$ cat src/rtl/app_pkg.sv
// Shared definitions for the CDC loopback application.
// Holds the sleep FSM state type, default parameter values and the ASCII
// constants used by the optional upper-casing path.
package app_pkg;

  typedef enum logic [1:0] {
    StActive,
    StCount,
    StSleep
  } sleep_state_e;

  localparam int unsigned DefaultDepth      = 16;
  localparam int unsigned DefaultIdleCycles = 2000;

  localparam logic [7:0] AsciiLowerA     = 8'h61;
  localparam logic [7:0] AsciiLowerZ     = 8'h7A;
  localparam logic [7:0] AsciiCaseOffset = 8'h20;

  // Lower-case ASCII letters map to upper case; every other byte passes through.
  function automatic logic [7:0] ascii_upcase(input logic [7:0] b);
    logic [7:0] r;
    r = b;
    if (b >= AsciiLowerA && b <= AsciiLowerZ) begin
      r = b - AsciiCaseOffset;
    end
    return r;
  endfunction

endpackage

$ cat src/rtl/app_fifo.sv
// Synchronous byte FIFO for the loopback application.
// Ports:
//   clk_i      application clock
//   rst_i      synchronous active-high reset (empties FIFO, zeroes pointers)
//   wr_en_i    write request; honoured when not full, or when full with a read
//   wr_data_i  byte to write
//   rd_en_i    read request; honoured when not empty
//   rd_data_o  head byte (combinational from storage)
//   full_o     occupancy == DEPTH
//   empty_o    occupancy == 0
//   count_o    occupancy, log2(DEPTH)+1 bits
module app_fifo
  import app_pkg::*;
#(
  parameter int unsigned DEPTH = DefaultDepth,
  localparam int unsigned AW   = $clog2(DEPTH),
  localparam int unsigned CW   = AW + 1
) (
  input  logic          clk_i,
  input  logic          rst_i,
  input  logic          wr_en_i,
  input  logic [7:0]    wr_data_i,
  input  logic          rd_en_i,
  output logic [7:0]    rd_data_o,
  output logic          full_o,
  output logic          empty_o,
  output logic [CW-1:0] count_o
);

  logic [7:0]    mem_q [DEPTH];
  logic [AW-1:0] wr_ptr_q, rd_ptr_q;
  logic [CW-1:0] count_q;
  logic          push, pop;

  assign full_o    = (count_q == CW'(DEPTH));
  assign empty_o   = (count_q == '0);
  assign pop       = rd_en_i && !empty_o;
  // A write into a full FIFO is fine when the head leaves on the same edge.
  assign push      = wr_en_i && (!full_o || pop);
  assign rd_data_o = mem_q[rd_ptr_q];
  assign count_o   = count_q;

  always_ff @(posedge clk_i) begin
    if (push) begin
      mem_q[wr_ptr_q] <= wr_data_i;
    end
  end

  // Pointers are AW bits wide, so they wrap modulo DEPTH on their own.
  always_ff @(posedge clk_i) begin
    if (rst_i) begin
      wr_ptr_q <= '0;
      rd_ptr_q <= '0;
      count_q  <= '0;
    end else begin
      if (push) wr_ptr_q <= wr_ptr_q + AW'(1);
      if (pop)  rd_ptr_q <= rd_ptr_q + AW'(1);
      if (push && !pop) begin
        count_q <= count_q + CW'(1);
      end else if (pop && !push) begin
        count_q <= count_q - CW'(1);
      end
    end
  end

endmodule

$ cat src/rtl/cdc_loopback_app.sv
// USB CDC loopback application: bytes arriving from the host (OUT) are
// buffered in a FIFO and echoed back (IN) through a single output register.
// A sleep FSM raises sleep_o after IDLE_CYCLES idle cycles.
// Build option: define CDC_LOOPBACK_UPCASE_EN to upper-case 'a'..'z' as they
// enter the output register; latency is the same either way.
// Ports:
//   clk_i        application clock (2 MHz)
//   rst_i        synchronous active-high reset
//   out_data_i   host-to-device byte
//   out_valid_i  out_data_i valid
//   out_ready_o  byte accepted this cycle (registered, FIFO not full)
//   in_data_o    device-to-host byte
//   in_valid_o   in_data_o valid
//   in_ready_i   consumer accepts in_data_o this cycle
//   sleep_o      block idle
module cdc_loopback_app
  import app_pkg::*;
#(
  parameter int unsigned DEPTH       = DefaultDepth,
  parameter int unsigned IDLE_CYCLES = DefaultIdleCycles
) (
  input  logic       clk_i,
  input  logic       rst_i,
  input  logic [7:0] out_data_i,
  input  logic       out_valid_i,
  output logic       out_ready_o,
  output logic [7:0] in_data_o,
  output logic       in_valid_o,
  input  logic       in_ready_i,
  output logic       sleep_o
);

  localparam int unsigned CW       = $clog2(DEPTH) + 1;
  localparam logic [15:0] IdleLast = 16'(IDLE_CYCLES - 1);

  logic          out_ready_q;
  logic          in_valid_q;
  logic [7:0]    in_data_q;
  logic          fifo_full, fifo_empty;
  logic [CW-1:0] fifo_count, count_nxt;
  logic [7:0]    fifo_head, load_data;
  logic          push, pop, in_xfer;
  sleep_state_e  state_q, state_d;
  logic [15:0]   idle_cnt_q, idle_cnt_d;

  // out_ready_q is already low when full; the extra term keeps the FIFO safe.
  assign push    = out_valid_i && out_ready_q && !fifo_full;
  assign in_xfer = in_valid_q && in_ready_i;
  // Refill the output register whenever it is empty or its byte leaves now.
  assign pop     = !fifo_empty && (!in_valid_q || in_ready_i);
  assign count_nxt = fifo_count + CW'(push) - CW'(pop);

  app_fifo #(
    .DEPTH(DEPTH)
  ) u_fifo (
    .clk_i    (clk_i),
    .rst_i    (rst_i),
    .wr_en_i  (push),
    .wr_data_i(out_data_i),
    .rd_en_i  (pop),
    .rd_data_o(fifo_head),
    .full_o   (fifo_full),
    .empty_o  (fifo_empty),
    .count_o  (fifo_count)
  );

`ifdef CDC_LOOPBACK_UPCASE_EN
  assign load_data = ascii_upcase(fifo_head);
`else
  assign load_data = fifo_head;
`endif

  // Ready tracks the occupancy after this edge, so it is low only when full.
  always_ff @(posedge clk_i) begin
    if (rst_i) begin
      out_ready_q <= 1'b0;
    end else begin
      out_ready_q <= (count_nxt != CW'(DEPTH));
    end
  end

  always_ff @(posedge clk_i) begin
    if (rst_i) begin
      in_valid_q <= 1'b0;
      in_data_q  <= 8'h00;
    end else if (pop) begin
      in_valid_q <= 1'b1;
      in_data_q  <= load_data;
    end else if (in_xfer) begin
      in_valid_q <= 1'b0;
    end
  end

  always_comb begin
    state_d    = state_q;
    idle_cnt_d = idle_cnt_q;
    case (state_q)
      StActive: begin
        idle_cnt_d = '0;
        if (fifo_empty && !in_valid_q && !push && !in_xfer) begin
          state_d = StCount;
        end
      end
      StCount: begin
        if (out_valid_i) begin
          state_d    = StActive;
          idle_cnt_d = '0;
        end else if (idle_cnt_q == IdleLast) begin
          state_d = StSleep;
        end else begin
          idle_cnt_d = idle_cnt_q + 16'd1;
        end
      end
      StSleep: begin
        if (out_valid_i) begin
          state_d    = StActive;
          idle_cnt_d = '0;
        end
      end
      default: begin
        state_d    = StActive;
        idle_cnt_d = '0;
      end
    endcase
  end

  always_ff @(posedge clk_i) begin
    if (rst_i) begin
      state_q    <= StActive;
      idle_cnt_q <= '0;
    end else begin
      state_q    <= state_d;
      idle_cnt_q <= idle_cnt_d;
    end
  end

  assign out_ready_o = out_ready_q;
  assign in_valid_o  = in_valid_q;
  assign in_data_o   = in_data_q;
  assign sleep_o     = (state_q == StSleep);

endmodule

$ cat config.mk
export PLATFORM = sky130hd
export DESIGN_NAME = cdc_loopback_app
export DESIGN_NICKNAME = d
export VERILOG_FILES = /design/src/rtl/app_pkg.sv /design/src/rtl/app_fifo.sv /design/src/rtl/cdc_loopback_app.sv
export SDC_FILE = /design/constraint.sdc
export NUM_CORES = 1
export LEC_CHECK = 0
export CAP_MARGIN = 20
export CELL_PAD_IN_SITES_DETAIL_PLACEMENT = 1
export CELL_PAD_IN_SITES_GLOBAL_PLACEMENT = 1
export CORE_ASPECT_RATIO = 1.2
export CORE_UTILIZATION = 52
export CTS_CLUSTER_DIAMETER = 60
export DETAILED_ROUTE_END_ITERATION = 6
export HOLD_SLACK_MARGIN = 0.1
export PLACE_DENSITY = 0.79
export REMOVE_ABC_BUFFERS = 1
export SYNTH_ARGS = -nofsm -noshare
export SYNTH_HDL_FRONTEND = slang
export SYNTH_SLANG_ARGS = --single-unit
$ cat constraint.sdc
create_clock -name clk_i -period 3.9 [get_ports clk_i]
set_input_delay 0.585 -clock clk_i [delete_from_list [all_inputs] [get_ports clk_i]]
set_output_delay 0.585 -clock clk_i [all_outputs]
set_load 0.03 [all_outputs]
; ---- Word level (Yosys, flattened, before mapping)
; Memories as Yosys holds them, arrays and structs flattened. A register that Yosys moved wholly into a read port is not among the register bits.
; Cells that the tools add are included.
[totals]
elab_cells = 65
regBits = 33
output_inout_bits = 11
mem_count = 1
mem_bits_rw = 128
input_bits = 12
[classes]
n_eq_ne = 9
add_sub_neg = 7
n_mux = 15
n_reduce_logical = 26
[mem_list]
columns = name, depth, width, read_ports, rd_ports_with_merged_regs, wr, line_no
row1 = u_fifo.mem_q, 16, 8, 1, 1, 1, app_fifo.sv:30  ; logic [7:0] mem_q [DEPTH];
[ops]
columns = cell, n
row1 = $mux 16, 3
row2 = $pmux 16 s2, 1
row3 = $add 16x1->16 const B, 1
row4 = $eq 16x11->1 const B, 1
row5 = $logic_and 1x1->1, 11
row6 = $mux 5, 2
row7 = $add 4x1->4 const B, 2
row8 = $mux 2, 4
row9 = $logic_not 1->1, 7
row10 = $ne 3x3->1 const B, 2
row11 = $pmux 2 s3, 1
row12 = $add 5x1->5, 1
row13 = $add 5x1->5 const B, 1
row14 = $eq 5x5->1 const B, 1
row15 = $logic_not 5->1, 1
row16 = $ne 5x5->1 const B, 1
row17 = $sub 5x1->5, 1
row18 = $sub 5x1->5 const B, 1
row19 = $mux 1, 4
row20 = $ne 2x2->1 const B, 2
row21 = $reduce_bool 2->1, 2
row22 = $reduce_and 3->1, 1
row23 = $eq 2x1->1 const B, 1
row24 = $eq 2x2->1 const B, 1
row25 = other kinds (3), 4

; ---- Longest topological paths before layout
[depth]
word_depth = 10
depth_mapped = 13
mapped_depth_nobuf = 13

; ---- Cells and area by module
; Synthesis repeated with hierarchy kept, for this count alone.
[unflattened]
hier_cells = 461
hier_area_um2 = 7168.1
[by_module_without_submodules]
columns = mod, area_per_inst_um2, cells_per_inst, seq_area_each_um2, n_inst
row1 = app_fifo, 5785.5, 312, 4184.0, 1
row2 = cdc_loopback_app, 1382.6, 149, 560.5, 1

; ---- Least setup slack after synthesis
; No wires, ideal clock.
[synth_path]
path_kind = register -> register
start = register u_fifo.count_q[2] (netlist: u_fifo.count_o[2])
end = register u_fifo.count_q[4] (netlist: u_fifo.count_o[4])
required_ns = 3.779
arrival_time_ns = 2.865
setup_slack_ns = 0.914
setup_time_ns = 0.121
n_path_buf = 1
period_less_slack_ns = 2.986
path_stages_with_launch = 13
path_cell_list = dfxtp_1 -> inv_1 -> ha_1 -> nor4b_2 -> nand2b_1 -> clkbuf_1 -> ha_1 -> inv_1 -> fa_1 -> a21o_1 -> a21oi_1 -> mux2i_1 -> mux2_2
[synth_via]
elab_chain_len = 9
word_cells_on_any_way = 18
classes_between = add/sub: 2 / eq/ne: 1 / mux: 2 / reduce/logical: 13
[synth_lines]
columns = element, line_no
row1 = from (decl), app_fifo.sv:32  ; logic [CW-1:0] count_q;
row2 = from (signal assigned), app_fifo.sv:59  ; count_q <= count_q + CW'(1);
row3 = from (signal assigned), app_fifo.sv:61  ; count_q <= count_q - CW'(1);
row4 = branches (longest 9 deep; another with $sub 5x1->5), -
; Parallel ways; which one is timed is not known. The select of a mux whose other input is x is not followed.
; A chain may end at the register's enable or synchronous reset.

; ---- Worst setup path after layout
[layout_path]
start = input port out_valid_i
end = register u_fifo.count_q[4] (netlist: u_fifo.count_o[4])
[layout_via]
elab_chain_len = 6
word_cells_on_any_way = 8
classes_between = mux: 1 / reduce/logical: 7
[layout_lines]
columns = element, line_no
row1 = from (decl), cdc_loopback_app.sv:25  ; input logic out_valid_i,
row2 = $logic_and 1x1->1 * (2 in series), cdc_loopback_app.sv:47  ; assign push = out_valid_i && out_ready_q && !fifo_full;
row3 = $logic_and 1x1->1 *, app_fifo.sv:39  ; assign push = wr_en_i && (!full_o || pop);
row4 = $logic_not 1->1, app_fifo.sv:60  ; end else if (pop && !push) begin
row5 = $logic_and 1x1->1, app_fifo.sv:60
row6 = $reduce_bool 2->1 (no source line), -
; Mark *: on every way between the ends. The rest lies on a longest branch, timed or not.

==> impl_metrics.yaml <==
synthesis:
  netlist.area_leader.share_pct: 53.4
  yosys_warnings: 0
  synth-async-reset-ratio_pct: 0
  synth_area_sq_um: 7200
  ys_ff_latch: 169
  ys.flop_type: "edfxtp_1"
  synth.distinct_cells: 56
  syn_area_per_cell_sq_um: 15.6
  synthDominantAreaCellType: "edfxtp_1"
  synth_edf_count: 128
  seq_area_frac_synth_pct: 64.8
  synth_cells: 462
  ys_top_cells_by_area: "edfxtp_1 53%, dfxtp_1 11%, mux4_2 10%"
routing:
  wl_met1_mm: 6.29
  wl_per_cell_um: 23.7
  postRouteAntennaNets: 0
  drtPass1Iterations: 4
  met3RoutedLength_um: 678
  met2_length_mm: 8.69
  wl_mm: 16.0
  drc_errors: 0
  drt_iter0_drc: 229
  vias: 4087
  avgViaCountPerCell: 6.04
  routed.top_layer: "met4"
sta:
  tightest_slew_ns: 1.01
  setup_viol: 0
  timing.final.crit_period_ns: 3.10
  max_freq_mhz: 323
  setup_ws_ns: 0.801
  timing.final.crit_share_pct: 79.5
  setup-tns-final_ns: 0
  final_max_slew_viol_count: 0
  whs_ns: 0.483
  slew-limit-headroom_pct: 32.5
  rsz0062_at_grt: "no"
  hold_viol_final: 0
  skew_ns: 0.0117
setup_path:
  worstSetupEndpoint: "u_fifo.count_o[4]$_SDFFE_PP0P_"
  critical_path_class: "in -> reg"
  cp_top_family: "buffers and inverters"
  r2r_cells: 11
  cp-start-kind: "input pin"
  critical_path.max_fanout: 7
  slowest_delay_ns: 0.57
  r2r-start: "u_fifo.count_o[2]$_SDFFE_PP0P_"
  crit_path_frequent_cell: "and2_1"
  required_ns: 4.22
  cp_data_arrival_time_ns: 3.42
  path_buf_inv: 2
  cp_slowest_cell: "clkdlybuf4s50_1"
  crit_chain: "clkdlybuf4s50_1, and2_1, and2_1, ha_1, inv_1, fa_1, a21o_1, a21oi_1, mux2i_1, mux2_2"
  r2r-end: "u_fifo.count_o[4]$_SDFFE_PP0P_"
  ff2ff_setup_slack_ns: 0.90
  worstSetupStartpoint: "out_valid_i"
  end_kind: "flip-flop"
  cp.depth: 10
power_and_ir_drop:
  p_per_area_nw_per_um2: 623
  vdd_drop_max_mv: 0.403
  p_seq_share_pct: 42.2
  swShare_pct: 30.3
  comb_power_share_pct: 26.7
  clkPwrFrac_pct: 31.1
  p_switching_mw: 1.55
  p_leak_nw: 2.66
  intPower_mw: 3.57
cts:
  clk_pin_slew_ns: 0.06
  h-tree-depth: 4
  cts_tree: "yes"
  clock-root-buffer: "clkbuf_16"
  clock_latency_ns: 0.43
  clkSinkCount: 169
  cts_buffers: 17
  cts_resized: 0
  clockBufferDepth: 2
  ctsHoldBuffers: 0
  post_cts.repair.setup_buffers: 0
global_route:
  antenna_found_initial: 0
  grt_first_pass_wirelength_mm: 24.5
  grt_use_total_pct: 24.7
  first_global_vias: 4319
  overflow: 0
  grt_max_degree: 35
flow_run:
  cap_violations: 0
floorplanning:
  boundaryPins: 23
  die_h_um: 131
  initial_core_util_pct: 53.9
  core-area_sq_um: 13400
  rows: 46
  fp.dieArea_sq_um: 14300
  die_w_um: 109
placement:
  place_congestion: 0.776
  placement.io_buffers: 22
  dpl.hpwl_mm: 10.1
  dp_slack_ns: 0.358
layout:
  multi_input_area_sq_um: 2380
  fin_nets: 527
  nFillCells: 1228
  antennaDiodeCount: 0
  area_growth_syn_to_layout_pct: 14.0
  layout-drive-gt1-share_pct: 19.4
  seq_area_sq_um: 4670
hold_path:
  hold_class: "reg -> reg"
status:
  status: "completed"
-- worst min path at each step --
stage	from	to	slack, ns	depth (start not counted)
after floorplan	idle_cnt_q[15]$_SDFFE_PP0P_	idle_cnt_q[15]$_SDFFE_PP0P_	0.45	2
after global placement	idle_cnt_q[15]$_SDFFE_PP0P_	idle_cnt_q[15]$_SDFFE_PP0P_	0.47	2
after detailed placement	idle_cnt_q[15]$_SDFFE_PP0P_	idle_cnt_q[15]$_SDFFE_PP0P_	0.48	2
after CTS	idle_cnt_q[15]$_SDFFE_PP0P_	idle_cnt_q[15]$_SDFFE_PP0P_	0.49	2
after global routing	idle_cnt_q[15]$_SDFFE_PP0P_	idle_cnt_q[15]$_SDFFE_PP0P_	0.51	2
final	idle_cnt_q[15]$_SDFFE_PP0P_	idle_cnt_q[15]$_SDFFE_PP0P_	0.48	2
-- Yosys cell counts, types with 3 or more instances --
master	instances
o21ai_0	5
nor3b_1	4
a21oi_1	14
nor2b_1	3
edfxtp_1	128
dfxtp_1	41
ha_1	16
buf_2	5
mux4_2	32
or3_1	3
inv_1	13
mux2i_1	19
nor3_1	8
xor2_1	11
xnor2_1	8
nand2b_1	8
o221ai_1	8
and2_1	3
nand3b_1	11
nand4_1	6
nand3_1	7
clkbuf_1	17
o22ai_1	3
a21o_1	3
nor2_1	31
nand2_1	14
-- sequential cells by signal, indices dropped and copies added, names as in the netlist --
register / flops
u_fifo.wr_ptr_q: 4
u_fifo.rd_ptr_q: 4
u_fifo.mem_q: 128
in_data_o: 8
idle_cnt_q: 16
state_q: 2
in_valid_o: 1
out_ready_o: 1
u_fifo.count_o: 5
-- layer usage --
layer / vias to the layer above / GRT usage, %
met2: 98 / 44.9
met4: 0 / 10.4
met1: 2099 / 28.4
li1: 1864 / -
met3: 26 / 4.81
met5: - / 0
-- power groups by stage --
stage	Clock, mW	Sequential, mW	Combinational (mW)
floorplan	0	2.34	0.783
global placement	0	2.20	1.31
detailed placement	0	2.20	1.37
CTS	1.62	2.16	1.39
global route	1.67	2.18	1.49
finish	1.59	2.16	1.36
-- through the flow --
| step | power, mW | cells | instance area (sq um) | util (%) |
|---|---|---|---|---|
| after floorplan | 3.12 | 438 | 7100 | - |
| after global placement | 3.50 | 646 | 7660 | 57.4 |
| after detailed placement | 3.57 | 646 | 7660 | 57.4 |
| after CTS | 5.17 | 677 | 8210 | 61.5 |
| after global routing | 5.34 | 677 | 8210 | 61.5 |
| final | 5.11 | 677 | 8210 | 61.5 |
-- worst reg2reg max path: stages (launching register included) --
cell	delay [ns]
dfxtp_1	0.33
inv_1	0.12
ha_1	0.18
nor4b_2	0.41
nand2b_1	0.23
ha_1	0.18
inv_1	0.11
fa_1	0.41
a21o_1	0.19
a21oi_1	0.17
mux2i_1	0.21
mux2_2	0.34
-- cell families (layout without fill, tap and decap cells) --
family / Yosys count / in the layout / synth area share, %
AOI/OAI and AO/OA: 47 / 47 / 4.62
and+or+nand+nor: 119 / 119 / 9.87
buffers and inverters: 37 / 84 / 2.15
muxes: 53 / 53 / 13.0
xor gates and xnor gates: 19 / 19 / 2.31
adders and majority gates: 18 / 18 / 3.34
DFF: 169 / 169 / 64.8
-- final cells by class --
cell class / instances / area share, %
multi-input combinational: 256 / 29.0
clock buffer: 17 / 5.18
sequential: 169 / 56.8
inverter: 13 / 0.594
clock inverter: 14 / 1.51
timing repair buffer: 40 / 4.33
tap: 168 / 2.56
-- cell usage in the layout, fill, tap and decap left out, drive strengths merged, types with 2 or more instances in the layout --
master	n
o221ai	8
nand3b	11
clkinvlp	3
nand2b	8
a31oi	2
nor2b	3
mux2	2
nand4	7
nor2	31
ha	16
and3	4
o21ai	5
or4	2
nor4	3
nand4bb	2
nand3	7
a21oi	14
inv	17
a21o	3
xnor2	8
fa	2
buf	18
clkinv	6
clkdlybuf4s50	22
o31ai	2
mux4	32
and2	3
nor3b	4
nor4b	2
nor3	8
xor2	11
mux2i	19
o22ai	3
a2111o	2
dfxtp	41
or3	5
edfxtp	128
clkbuf	17
nand2	14
(Power assumes the default switching activity.)
